$ cat config.mk
export PLATFORM = sky130hd
export DESIGN_NAME = aoi_req_scheduler_flat
export DESIGN_NICKNAME = d
export VERILOG_FILES = /design/src/rtl/aoi_req_scheduler_pkg.sv /design/src/rtl/aoi_req_scheduler_if.sv /design/src/rtl/aoi_req_scheduler_core.sv /design/src/rtl/aoi_req_scheduler.sv /design/src/flat_wrapper.sv
export SDC_FILE = /design/constraint.sdc
export NUM_CORES = 1
export LEC_CHECK = 0
export ABC_CLOCK_PERIOD_IN_PS = 1920
export BUFFER_PORTS_ARGS = -buffer_cell sky130_fd_sc_hd__clkbuf_2
export CORE_MARGIN = 2
export CORE_UTILIZATION = 40
export DETAILED_ROUTE_END_ITERATION = 8
export GPL_TIMING_DRIVEN = 0
export PLACE_DENSITY = 0.7
export SETUP_SLACK_MARGIN = 0.1
export SLEW_MARGIN = 15
export SYNTH_ARGS = -nofsm -noshare
export SYNTH_HDL_FRONTEND = slang
export SYNTH_SLANG_ARGS = --single-unit
$ cat constraint.sdc
create_clock -name clk -period 1.92 [get_ports clk]
set_clock_uncertainty 0.1 [all_clocks]
set_input_delay 0.192 -clock clk [delete_from_list [all_inputs] [get_ports clk]]
set_output_delay 0.192 -clock clk [all_outputs]
set_load 0.1 [all_outputs]
$ cat src/rtl/aoi_req_scheduler_pkg.sv
// aoi_sched_pkg: shared types, defaults and the round-robin pick function
package aoi_sched_pkg;
    localparam int NUM_REQ_DEF = 4;
    localparam int CNT_W_DEF = 16;

    typedef enum logic [1:0] {IDLE, EVAL, RESP} state_t;

    typedef struct packed {
        logic       found;
        logic [3:0] id;
    } pick_t;

    // Walk offsets from high to low so the smallest offset from ptr wins
    function automatic pick_t rr_pick(input logic [15:0] valid, input logic [3:0] ptr, input int n);
        pick_t p;
        int idx;
        p = '0;
        for (int k = 15; k >= 0; k--) begin
            if (k < n) begin
                idx = (int'(ptr) + k) % n;
                if (valid[idx]) begin
                    p.found = 1'b1;
                    p.id = 4'(idx);
                end
            end
        end
        return p;
    endfunction
endpackage

$ cat src/rtl/aoi_req_scheduler_if.sv
// aoi_req_scheduler_if: request/response bundle between requesters, consumer and scheduler
interface aoi_req_scheduler_if #(
    parameter int NUM_REQ = aoi_sched_pkg::NUM_REQ_DEF
);
    localparam int ID_W = $clog2(NUM_REQ);
    logic [NUM_REQ-1:0]   req_valid;
    logic [NUM_REQ-1:0]   req_ready;
    logic [2*NUM_REQ-1:0] req_a;
    logic [2*NUM_REQ-1:0] req_b;
    logic                 rsp_valid;
    logic                 rsp_ready;
    logic                 rsp_o;
    logic [ID_W-1:0]      rsp_id;

    modport master (output req_valid, req_a, req_b, rsp_ready,
                    input  req_ready, rsp_valid, rsp_o, rsp_id);
    modport slave  (input  req_valid, req_a, req_b, rsp_ready,
                    output req_ready, rsp_valid, rsp_o, rsp_id);
endinterface

$ cat src/rtl/aoi_req_scheduler_core.sv
// aoi_core: registered and-or-invert stage, updates only when en is high
module aoi_core (
    input  logic       clk,
    input  logic       rst_n,
    input  logic       en,
    input  logic [1:0] a,
    input  logic [1:0] b,
    output logic       o
);
    always_ff @(posedge clk or negedge rst_n)
        if (!rst_n) o <= 1'b0;
        else if (en) o <= ~((a[1] & a[0]) | (b[1] & b[0]));
endmodule

$ cat src/rtl/aoi_req_scheduler.sv
// aoi_req_scheduler: round-robin sharing of one registered AOI unit among NUM_REQ requesters.
// Optional per-requester grant counters when AOI_SCHED_GRANT_CNT_EN is defined.
module aoi_req_scheduler import aoi_sched_pkg::*; #(
    parameter int NUM_REQ = NUM_REQ_DEF
`ifdef AOI_SCHED_GRANT_CNT_EN
    , parameter int CNT_W = CNT_W_DEF
`endif
) (
    input  logic clk,
    input  logic rst_n,
    aoi_req_scheduler_if.slave bus,
`ifdef AOI_SCHED_GRANT_CNT_EN
    input  logic cnt_clr,
    output logic [NUM_REQ*CNT_W-1:0] grant_cnt,
`endif
    output logic busy
);
    localparam int ID_W = $clog2(NUM_REQ);

    state_t          state, next;
    pick_t           pick;
    logic            grant;
    logic [ID_W-1:0] win, rr_ptr, id_q;
    logic [1:0]      a_q, b_q;

    // rst_n gating keeps req_ready low while reset is held
    always_comb begin
        pick = rr_pick(16'(bus.req_valid), 4'(rr_ptr), NUM_REQ);
        win = ID_W'(pick.id);
        grant = rst_n && pick.found && (state == IDLE || (state == RESP && bus.rsp_ready));
        bus.req_ready = grant ? NUM_REQ'(1) << win : '0;
        next = state == IDLE ? (grant ? EVAL : IDLE) :
               state == EVAL ? RESP :
               !bus.rsp_ready ? RESP : grant ? EVAL : IDLE;
    end

    assign bus.rsp_valid = state == RESP;
    assign busy = state != IDLE;

    always_ff @(posedge clk or negedge rst_n)
        if (!rst_n) begin
            state <= IDLE;
            rr_ptr <= '0;
            a_q <= '0;
            b_q <= '0;
            id_q <= '0;
            bus.rsp_id <= '0;
        end else begin
            state <= next;
            if (grant) begin
                rr_ptr <= (int'(win) == NUM_REQ - 1) ? '0 : win + 1'b1;
                a_q <= bus.req_a[2*win +: 2];
                b_q <= bus.req_b[2*win +: 2];
                id_q <= win;
            end
            if (state == EVAL) bus.rsp_id <= id_q;
        end

    aoi_core u_core (
        .clk(clk),
        .rst_n(rst_n),
        .en(state == EVAL),
        .a(a_q),
        .b(b_q),
        .o(bus.rsp_o)
    );

`ifdef AOI_SCHED_GRANT_CNT_EN
    logic [NUM_REQ-1:0][CNT_W-1:0] cnt;

    always_ff @(posedge clk or negedge rst_n)
        if (!rst_n) cnt <= '0;
        else if (cnt_clr) cnt <= '0;
        else
            for (int i = 0; i < NUM_REQ; i++)
                if (grant && int'(win) == i && cnt[i] != '1) cnt[i] <= cnt[i] + 1'b1;

    assign grant_cnt = cnt;
`endif
endmodule

$ cat src/flat_wrapper.sv
// flat-port wrapper written by rule: the top's interface ports become plain ports
module aoi_req_scheduler_flat import aoi_sched_pkg::*;
#(
    parameter int NUM_REQ = NUM_REQ_DEF

)
  (clk, rst_n, busy, bus_req_valid, bus_req_a, bus_req_b, bus_rsp_ready, bus_req_ready, bus_rsp_valid, bus_rsp_o, bus_rsp_id);
  aoi_req_scheduler_if #(.NUM_REQ(NUM_REQ)) bus_i ();
  input  logic clk;
  input  logic rst_n;
  output logic busy;
  input wire logic [$bits(bus_i.req_valid)-1:0] bus_req_valid;
  input wire logic [$bits(bus_i.req_a)-1:0] bus_req_a;
  input wire logic [$bits(bus_i.req_b)-1:0] bus_req_b;
  input wire logic [$bits(bus_i.rsp_ready)-1:0] bus_rsp_ready;
  output wire logic [$bits(bus_i.req_ready)-1:0] bus_req_ready;
  output wire logic [$bits(bus_i.rsp_valid)-1:0] bus_rsp_valid;
  output wire logic [$bits(bus_i.rsp_o)-1:0] bus_rsp_o;
  output wire logic [$bits(bus_i.rsp_id)-1:0] bus_rsp_id;
  assign bus_i.req_valid = bus_req_valid;
  assign bus_i.req_a = bus_req_a;
  assign bus_i.req_b = bus_req_b;
  assign bus_i.rsp_ready = bus_rsp_ready;
  assign bus_req_ready = bus_i.req_ready;
  assign bus_rsp_valid = bus_i.rsp_valid;
  assign bus_rsp_o = bus_i.rsp_o;
  assign bus_rsp_id = bus_i.rsp_id;
  aoi_req_scheduler #(.NUM_REQ(NUM_REQ)) u_core (.clk(clk), .rst_n(rst_n), .bus(bus_i), .busy(busy));
endmodule
==> flow_summary.yaml <==
final_layout:
  multi_input_area_um2: 497
  finalNetCount: 153
  drive_gt1_frac: 0.568
  mostFrequentLayoutCells: "27 x clkbuf_2, 12 x dfrtp_1, 10 x buf_4"
  diodes: 0
  final_common_cell: "clkbuf_2"
  syn2layout_area_growth_pct: 56.2
  fillers: 161
  ff_latch_area_um2: 327
placed_design:
  portBuffers: 31
  place.gp.congestion: 0.710
  hpwlAfterDp_um: 1330
timing:
  slew_headroom: 0.604
  fin_hold_ws_ps: 23.4
  fin_crit_ps: 2180
  maxSlewViolCount: 0
  finalSetupTns_ps: -1400
  final-setup-viol-count: 8
  worst_pin_slew_ps: 591
  setup_slack_ps: -257
  rsz0062_at_grt: "true"
  hold_violations: 0
  period_share: 1.13
  max_clock_freq_mhz: 459
yosys:
  synth_compound_area_frac: 0.153
  synth_top_area_frac: 0.398
  ys_async_sr_fraction: 1.00
  synthSimpleGateAreaFrac: 0.188
  synth_cells: 77
  synth_top_family_by_area: "simple AND/OR/NAND/NOR gates"
  synth_xor_area_frac: 0
  synth_area_leader_cell: "dfrtp_1"
  yosys_register_bits: 13
  ys_types: 29
  yosys_most_used_dff: "dfrtp_1"
  synth_edf_count: 0
  yosys_warnings: 0
  synthMuxAreaShare: 0.144
  syn-num-nets: 104
  synthesis.area_um2: 817
  synth-adder-area-share: 0.0613
  syn_avg_cell_area_um2: 10.6
  synth.area.top_cells: "dfrtp_1 40%, mux2i_1 9.8%, ha_1 6.1%"
  synth-seq-area-share: 0.398
grt:
  antenna_found_initial: 0
  grt.total_usage: 0.170
  grt_first_pass_wirelength_um: 3260
  grt_overflow: 0
  grt_max_degree: 14
  grt_pass1_vias: 757
routing:
  drtPass1Iterations: 4
  ant_nets: 0
  num_vias: 782
  drt_iter0_markers: 13
  drc: 0
  via_per_inst: 5.14
  wirelength_um: 1960
  wire_per_inst_um: 12.9
floorplan:
  io_pins: 32
  start_util: 0.421
  die_h_um: 49.2
  row_count: 16
  die_area_um2: 2420
  die_x_um: 49.2
  core_um2: 1940
pwr:
  p_per_area_nw_per_um2: 1540
  clock_power_share: 0.084
  switching_share: 0.500
  combPwrFrac: 0.669
  p_leak_nw: 0.657
  vdd_drop_max_uv: 1270
  intPower_uw: 981
  p_sw_uw: 979
  seqPwrFrac: 0.247
critical_path:
  startpoint_type: "flip-flop"
  slowest_delay_ps: 440
  arrival_ps: 1880
  path_cells: "mux2_4 -> o221ai_4 -> buf_6 -> inv_4 -> ha_2 -> inv_2 -> nor2_4 -> clkbuf_16"
  required_ps: 1630
  path_class: "reg2out"
  slowest_stage: "dfrtp_2"
  cp-end-kind: "primary output"
  r2r_slack_ps: -140
  crit_fanout: 5
cts:
  clock-sinks: 13
  cts_tree: "done"
  clkLatencyLatePin_ps: 270
  root_buffer: "clkbuf_4"
  clockBufferDepth: 2
  cts.clk_slew.worst_paths_ps: 80
  htree_num_levels: 1
  cts_buffers: 3
hold_path:
  hold_class: "in2reg"
status:
  violations: "negative setup slack"
  status: "finished, violations left"
run:
  max_cap_violations: 0
-- area by class of cell --
cell class	instances	area share
Buffer	2	0.0176
Clock buffer	4	0.0206
Inverter	6	0.0216
Multi-Input combinational cell	56	0.389
Sequential cell	13	0.256
Tap cell	27	0.0265
Timing Repair Buffer	44	0.269
-- per-stage QoR --
stage | instance area (µm²) | power [mW] | setup slack, ps | utilization | std cells
after floorplan | 848 | 1.37 | -61.3 | - | 77
after global placement | 1040 | 1.52 | -277 | 0.534 | 135
after detailed placement | 1040 | 1.55 | -316 | 0.534 | 135
after CTS | 1240 | 1.91 | -231 | 0.640 | 148
after global routing | 1280 | 2.07 | -314 | 0.657 | 152
final | 1280 | 1.96 | -257 | 0.657 | 152
-- final timing paths --
check | cells after the start | start | end
hold reg to reg | 1 | u_core.u_core.o$_DFFE_PN0N_ | u_core.u_core.o$_DFFE_PN0N_
hold / removal | 2 | bus_rsp_ready | u_core.state[1]$_DFF_PN0_
max in group asynchronous | 2 | rst_n | u_core.rr_ptr[1]$_DFFE_PN0P_
min in group asynchronous | 2 | rst_n | u_core.state[0]$_DFF_PN0_
setup / recovery | 8 | u_core.rr_ptr[1]$_DFFE_PN0P_ | bus_req_ready[3]
setup reg to reg | 8 | u_core.rr_ptr[1]$_DFFE_PN0P_ | u_core.a_q[0]$_DFFE_PN0P_
-- timing repair --
item	CTS	global route
setup endpoints to repair	10	9
resized for setup	22	2
pin swaps	3	2
endpoints found under the hold margin	13	0
buffers inserted	8	4
hold buffers	1	0
-- cells in the mapped netlist (2+ instances only) --
master    count
ha_1          4
a21boi_0      2
mux2_2        2
dfrtp_1      13
o21ai_0       3
mux2i_1       8
a21oi_1       2
and2_1        3
nand2_1       5
inv_1         5
buf_6         2
nor3_1        8
a211o_1       4
-- kinds of logic (layout without fill, tap and decap cells) --
family                     after synthesis  after routing
buffers and inverters                    8             56
adders and majority gates                4              4
muxes                                   11             11
DFF                                     13             13
AOI/OAI and AO/OA                       16             16
and+or+nand+nor                         25             25
-- critical path, delay by kind of cell (launching register included) --
family | cells | cell delay, ps
muxes | 1 | 320
AOI/OAI and AO/OA | 1 | 190
adders and majority gates | 1 | 170
and+or+nand+nor | 1 | 40
buffers and inverters | 4 | 450
DFF | 1 | 440
-- state kept, by name, summed over array words and instances, names as in the netlist --
register           count
u_core.u_core.o        1
u_core.state           2
u_core.b_q             2
u_core.id_q            2
u_core.rr_ptr          2
u_core.a_q             2
u_core.bus.rsp_id      2
-- layer usage --
metal | wire (µm) | vias to the layer above | GRT usage
met2 | 965 | 26 | 0.286
li1 | - | 377 | -
met3 | 91 | 8 | 0.0215
met1 | 829 | 371 | 0.222
met4 | 70 | 0 | 0.0667
met5 | 0 | - | 0
-- power groups by stage --
stage          Sequential, mW  Combinational (mW)  Clock (mW)
2_1_floorplan           0.679               0.689           0
3_3_place_gp            0.482                1.04           0
3_5_place_dp            0.488                1.06           0
4_1_cts                 0.486                1.25       0.169
5_1_grt                 0.500                1.39       0.184
6_report                0.485                1.31       0.165
Power figures use the tool's default switching activity.
